--- src/rtl/ioctl_rom_loader.sv ---
`timescale 1ns/1ps
`default_nettype none
// ============================================================================
//  Module      : ioctl_rom_loader
//  Description : Buffers the hps_io ioctl byte stream into a small FIFO,
//                filters it by index and address range, and commits it to
//                the Poly-Play ROM/RAM through a stallable write handshake.
//  Revision    : 1.0  initial release
// ============================================================================
module ioctl_rom_loader #(
    parameter logic [7:0] ROM_INDEX = 8'd0,
    parameter int         ADDR_W    = 15,
    parameter int         ROM_SIZE  = 32768,
    parameter int         DEPTH     = 4
) (
    input  logic              clk_sys,
    input  logic              reset_n,
    input  logic              ioctl_download,
    input  logic [7:0]        ioctl_index,
    input  logic              ioctl_wr,
    input  logic [24:0]       ioctl_addr,
    input  logic [7:0]        ioctl_data,
    output logic              ioctl_wait,
    output logic [ADDR_W-1:0] rom_addr,
    output logic [7:0]        rom_data,
    output logic              rom_we,
    input  logic              rom_ack,
    output logic              cpu_hold,
    output logic              load_done,
    output logic [15:0]       checksum,
    output logic              range_err,
    output logic              ovf_err
);

    localparam int                 C_PTR_W     = $clog2(DEPTH);
    localparam int                 C_CNT_W     = C_PTR_W + 1;
    localparam int                 C_ENTRY_W   = ADDR_W + 8;
    localparam logic [C_CNT_W-1:0] C_DEPTH     = C_CNT_W'(DEPTH);
    localparam logic [C_CNT_W-1:0] C_WAIT_LVL  = C_CNT_W'(DEPTH - 1);
    localparam logic [31:0]        C_ROM_LIMIT = 32'(ROM_SIZE);

    typedef enum logic [1:0] {
        ST_IDLE  = 2'd0,
        ST_LOAD  = 2'd1,
        ST_DRAIN = 2'd2,
        ST_DONE  = 2'd3
    } state_t;

    state_t               state_q, state_d;
    logic [C_PTR_W-1:0]   wr_ptr_q, wr_ptr_d;
    logic [C_PTR_W-1:0]   rd_ptr_q, rd_ptr_d;
    logic [C_CNT_W-1:0]   count_q, count_d;
    logic [15:0]          checksum_q, checksum_d;
    logic                 range_err_q, range_err_d;
    logic                 ovf_err_q, ovf_err_d;
    logic                 ioctl_wait_q, ioctl_wait_d;
    logic [C_ENTRY_W-1:0] mem_q [DEPTH];

    logic                 w_index_ok;
    logic                 w_in_range;
    logic                 w_candidate;
    logic                 w_full;
    logic                 w_empty;
    logic                 w_push;
    logic                 w_pop;
    logic                 w_start;
    logic [C_ENTRY_W-1:0] w_head;

    assign w_index_ok  = (ioctl_index == ROM_INDEX);
    assign w_in_range  = ({7'd0, ioctl_addr} < C_ROM_LIMIT);
    assign w_candidate = ioctl_wr && (state_q == ST_LOAD) && w_index_ok;
    assign w_full      = (count_q == C_DEPTH);
    assign w_empty     = (count_q == '0);
    // A full FIFO drops the byte even if the head is acknowledged this cycle.
    assign w_push      = w_candidate && w_in_range && !w_full;
    assign w_pop       = rom_ack && !w_empty;
    assign w_start     = (state_q == ST_IDLE) && ioctl_download && w_index_ok;
    assign w_head      = mem_q[rd_ptr_q];

    always_comb begin
        state_d = state_q;
        case (state_q)
            ST_IDLE:  if (w_start)        state_d = ST_LOAD;
            ST_LOAD:  if (!ioctl_download) state_d = ST_DRAIN;
            ST_DRAIN: if (w_empty)        state_d = ST_DONE;
            ST_DONE:                      state_d = ST_IDLE;
            default:                      state_d = ST_IDLE;
        endcase
    end

    always_comb begin
        wr_ptr_d    = wr_ptr_q;
        rd_ptr_d    = rd_ptr_q;
        count_d     = count_q;
        checksum_d  = checksum_q;
        range_err_d = range_err_q | (w_candidate && !w_in_range);
        ovf_err_d   = ovf_err_q | (w_candidate && w_in_range && w_full);

        if (w_push) begin
            wr_ptr_d = wr_ptr_q + 1'b1;
        end
        if (w_pop) begin
            rd_ptr_d   = rd_ptr_q + 1'b1;
            checksum_d = checksum_q + {8'd0, w_head[7:0]};
        end
        case ({w_push, w_pop})
            2'b10:   count_d = count_q + 1'b1;
            2'b01:   count_d = count_q - 1'b1;
            default: count_d = count_q;
        endcase

        if (w_start) begin
            checksum_d  = '0;
            range_err_d = 1'b0;
            ovf_err_d   = 1'b0;
        end

        // Looking at the next count leaves room for the one write the HPS may
        // already have in flight when it first sees wait.
        ioctl_wait_d = (count_d >= C_WAIT_LVL);
    end

    always_ff @(posedge clk_sys) begin
        if (!reset_n) begin
            state_q      <= ST_IDLE;
            wr_ptr_q     <= '0;
            rd_ptr_q     <= '0;
            count_q      <= '0;
            checksum_q   <= '0;
            range_err_q  <= 1'b0;
            ovf_err_q    <= 1'b0;
            ioctl_wait_q <= 1'b0;
        end else begin
            state_q      <= state_d;
            wr_ptr_q     <= wr_ptr_d;
            rd_ptr_q     <= rd_ptr_d;
            count_q      <= count_d;
            checksum_q   <= checksum_d;
            range_err_q  <= range_err_d;
            ovf_err_q    <= ovf_err_d;
            ioctl_wait_q <= ioctl_wait_d;
        end
    end

    always_ff @(posedge clk_sys) begin
        if (w_push) begin
            mem_q[wr_ptr_q] <= {ioctl_addr[ADDR_W-1:0], ioctl_data};
        end
    end

    assign ioctl_wait = ioctl_wait_q;
    assign rom_we     = !w_empty;
    assign rom_addr   = w_head[C_ENTRY_W-1:8];
    assign rom_data   = w_head[7:0];
    assign cpu_hold   = (state_q != ST_IDLE);
    assign load_done  = (state_q == ST_DONE);
    assign checksum   = checksum_q;
    assign range_err  = range_err_q;
    assign ovf_err    = ovf_err_q;

endmodule
`default_nettype wire

--- config.mk ---
export PLATFORM = sky130hd
export DESIGN_NAME = ioctl_rom_loader
export DESIGN_NICKNAME = d
export VERILOG_FILES = /design/src/rtl/ioctl_rom_loader.sv
export SDC_FILE = /design/constraint.sdc
export NUM_CORES = 1
export LEC_CHECK = 0
export ABC_AREA = 1
export BUFFER_PORTS_ARGS = -buffer_cell sky130_fd_sc_hd__buf_2
export CORE_UTILIZATION = 40
export DETAILED_ROUTE_END_ITERATION = 10
export PLACE_DENSITY = 0.58
export SLEW_MARGIN = 40
export SYNTH_ARGS = -nofsm -noshare
export SYNTH_HDL_FRONTEND = slang
export SYNTH_SLANG_ARGS = --single-unit
--- constraint.sdc ---
create_clock -name clk_sys -period 2.85 [get_ports clk_sys]
set_input_delay 0.855 -clock clk_sys [delete_from_list [all_inputs] [get_ports clk_sys]]
set_output_delay 0.855 -clock clk_sys [all_outputs]
set_load 0.02 [all_outputs]
==> flow_summary_export.csv <==
group,metric,value,unit
yosys,syn-num-nets,587,
yosys,ys_types,38,
power,irDropWorstVdd,0.5046,mV
placement,gp_congestion,0.8095,
worst_setup_path,cp_cell_sequence,"inv_1 > buf_4 > buf_4 > o21ai_0 > o22ai_1 > buf_2",
worst_setup_path,worst_ep_arrival_time,1.88,ns
global_routing,grt_pass1_vias,3626,
hold_path,min_path_type,"reg -> reg",
layout,antenna_cells,0,
placement,placed_area,0.006161,mm^2
worst_setup_path,crit_path_max_incr_delay,0.32,ns
clocking,numCtsBuffers,17,
floorplanning,die_area,0.01400,mm^2
worst_setup_path,critPathLaunchType,"flip-flop",
global_routing,grt_max_degree,29,
floorplanning,die_w,118.3,um
timing,final_max_slew_viol_count,0,
yosys,synth_area_leaders,"edfxtp_1 (51%), dfxtp_1 (11%), nor2_1 (6.3%), nand2_1 (4.7%), o21ai_0 (4.4%)",
clocking,cts_tree,"done",
clocking,clkTransAtPathRegs,0.05,ns
clocking,htree_levels,4,
timing,worst_clock_skew,0.009039,ns
yosys,seq_area_frac_synth,62.15,%
drt,postRouteAntennaNets,0,
worst_setup_path,crit_path_frequent_cell,"buf_4",
timing,hold_ws,0.4790,ns
worst_setup_path,worst_r2r_endpoint,"checksum[12]$_SDFFE_PP0P_",
timing,fin_crit,2.736,ns
floorplanning,io_pins,91,
floorplanning,coreArea,0.01324,mm^2
timing,finalSetupTns,0,ns
layout,drive_gt1_share,25.71,%
clocking,cts_root_buf,"clkbuf_16",
timing,finalHoldViolCount,0,
global_routing,grt.total_usage,17.06,%
floorplanning,rows,42,
placement,place_ws,0.1236,ns
global_routing,met1_usage,21.96,%
drt,vias_per_cell,4.817,
drt,drc,0,
clocking,clock-sinks,122,
drt,drtIter0Drc,251,
worst_setup_path,path_depth,6,
clocking,clk_path_buf_depth,2,
placement,port_buffers,90,
yosys,synth.largest_area_cell,"edfxtp_1",
global_routing,antenna_found_initial,0,
clocking,postCtsSetupBuffers,0,
yosys,synth_edf_count,92,
yosys,synthArstFlopShare,0,%
layout,ff_latch_area,0.003363,mm^2
floorplanning,die_y,118.3,um
global_routing,grt_overflow_total,0,
yosys,netlist.area_leader.share,51.05,%
timing,setup_violations,0,
clocking,post_cts_resized,0,
power,powerDensity,758.4,mW/mm^2
clocking,cts_hold_buffers,0,
timing,fmaxAchievable,0.3656,GHz
global_routing,grtUsageMet2,27.02,%
yosys,synthFlopType,"edfxtp_1",
layout,area_growth,24.16,%
placement,hpwl,7557,um
clocking,insertion_delay,0.41,ns
layout,final_cell_area,0.006719,mm^2
hold_path,min_path_cells,2,
layout,multi_input_area,0.001797,mm^2
drt,vias,3921,
yosys,syn_area_per_cell,10.39,um^2
worst_setup_path,path_delay_family,"buffers and inverters",
layout,fill_cells,1223,
worst_setup_path,reg2reg_depth,12,
yosys,synth_warnings,0,
global_routing,grt_busiest_layer,"met2",
yosys,syn_inst,521,
status,outcome,"complete, no violations",
global_routing,use_met3,4.344,%
worst_setup_path,r2r_slack,0.29,ns
timing,fin_crit_sh,95.99,%
worst_setup_path,path_buf_inv,4,
yosys,syn_area,0.005411,mm^2
worst_setup_path,worstSetupEndpointType,"primary output",
worst_setup_path,critical_path_class,"reg -> out",
power,p_leak,0.002728,uW
drt,wl_per_cell,14.11,um
yosys,synth_seq_cells,122,
worst_setup_path,cp.required,2.00,ns
timing,fin_ws,0.1144,ns
worst_setup_path,crit_path_end,"rom_addr[9]",
timing,worst_pin_slew,0.3580,ns
flow_run,maxCapViolCount,0,
timing,grt_setup_unrepaired,"no",
drt,drtPass1Iterations,5,
global_routing,grt_pass1_wl,18180,um
worst_setup_path,critPathMaxFanout,10,
floorplanning,start_util,40.86,%
drt,drt_wl_total,11480,um
worst_setup_path,cp_slowest_cell,"dfxtp_1",
timing,slew_headroom,76.11,%
layout,fin_nets,692,
==> routing by layer <==
layer | up-vias | wire, um
met1 | 1824 | 5308
met2 | 61 | 5554
met5 | - | 0
met3 | 18 | 376
met4 | 0 | 244
li1 | 2018 | -
==> worst register-to-register path: stages, from the launching register on <==
cell     delay, ns
dfxtp_1       0.32
inv_1         0.28
o21ai_0       0.15
o22ai_1       0.27
ha_1          0.26
inv_1         0.06
fa_1          0.44
nor2_2        0.16
nor2_1        0.08
o21ai_2       0.22
nand3_1       0.11
nand2_1       0.07
nor2_1        0.04
==> layout make-up <==
class / count / area share (%)
Clock buffer: 18 / 6.387
Clock inverter: 13 / 1.918
Inverter: 48 / 2.719
Multi-Input combinational cell: 334 / 26.74
Sequential cell: 122 / 50.06
Tap cell: 176 / 3.277
Timing Repair Buffer: 103 / 8.901
==> cells in the final DEF (no fill, tap or decap), drive strengths merged, types with 4 or more instances in the layout <==
cell	synthesis	final
buf	8	103
nor2	96	96
edfxtp	92	92
nand2	73	73
o21ai	52	52
inv	47	48
dfxtp	30	30
nand3	30	30
o22ai	23	23
a21oi	23	23
ha	18	18
clkbuf	9	18
clkinv	1	7
xor2	4	4
clkinvlp	0	4
==> flip-flops by register name, summed over array words and instances (netlist names), named ones only <==
signal      count
mem_q          92
ioctl_wait      1
checksum       16
wr_ptr_q        2
count_q         3
rd_ptr_q        2
state_q         2
ovf_err         1
range_err       1
==> synthesized netlist by cell type, types with 2 or more instances <==
library cell   n
nand2_4        2
a21oi_1       22
nand2_2        3
inv_2          9
o21ai_1        3
dfxtp_1       30
nand4_1        2
buf_2          6
nor2_1        91
ha_1          18
edfxtp_1      92
fa_1           2
inv_1         37
buf_4          2
xor2_1         4
o21ai_0       48
clkbuf_1       9
nor2_2         4
nand2_1       68
nand3_2        6
o22ai_1       23
nand3_1       24
==> power breakdown <==
part	leakage [uW]	total [uW]	switching [uW]	internal, uW
logic	0.00140	1070	713	361
clock network	0.000261	2010	740	1270
registers	0.00107	2010	49.6	1960
total	0.00273	5100	1500	3590
==> stage by stage <==
stage / instances / power (uW) / util, %
finish: 814 / 5096 / 50.74
global route: 814 / 5347 / 50.74
CTS: 814 / 5142 / 50.74
detailed placement: 783 / 3131 / 46.52
global placement: 783 / 3101 / 46.52
floorplan: 521 / 2820 / -
==> cells by family (layout without fill, tap and decap cells) <==
family | Yosys count | after routing | synth area share [%]
adder cells (fa/ha/maj) | 20 | 20 | 4.902
AND/OR/NAND/NOR | 205 | 205 | 16.65
AO/OA/AOI/OAI | 104 | 104 | 10.66
flip-flops | 122 | 122 | 62.15
buffers and inverters | 65 | 182 | 4.832
XOR/XNOR | 5 | 5 | 0.8092
==> how the worst min path moves through the flow <==
stage                          endpoint  slack, ns                startpoint
3_3_place_gp         ovf_err$_SDFF_PP0_       0.45        ovf_err$_SDFF_PP0_
2_1_floorplan                 flip-flop       0.44  rd_ptr_q[1]$_SDFFE_PN0P_
5_1_grt            range_err$_SDFF_PP0_       0.51      range_err$_SDFF_PP0_
6_report       rd_ptr_q[1]$_SDFFE_PN0P_       0.48  rd_ptr_q[1]$_SDFFE_PN0P_
4_1_cts            range_err$_SDFF_PP0_       0.48      range_err$_SDFF_PP0_
3_5_place_dp       range_err$_SDFF_PP0_       0.46      range_err$_SDFF_PP0_
Power figures use the tool's default switching activity.
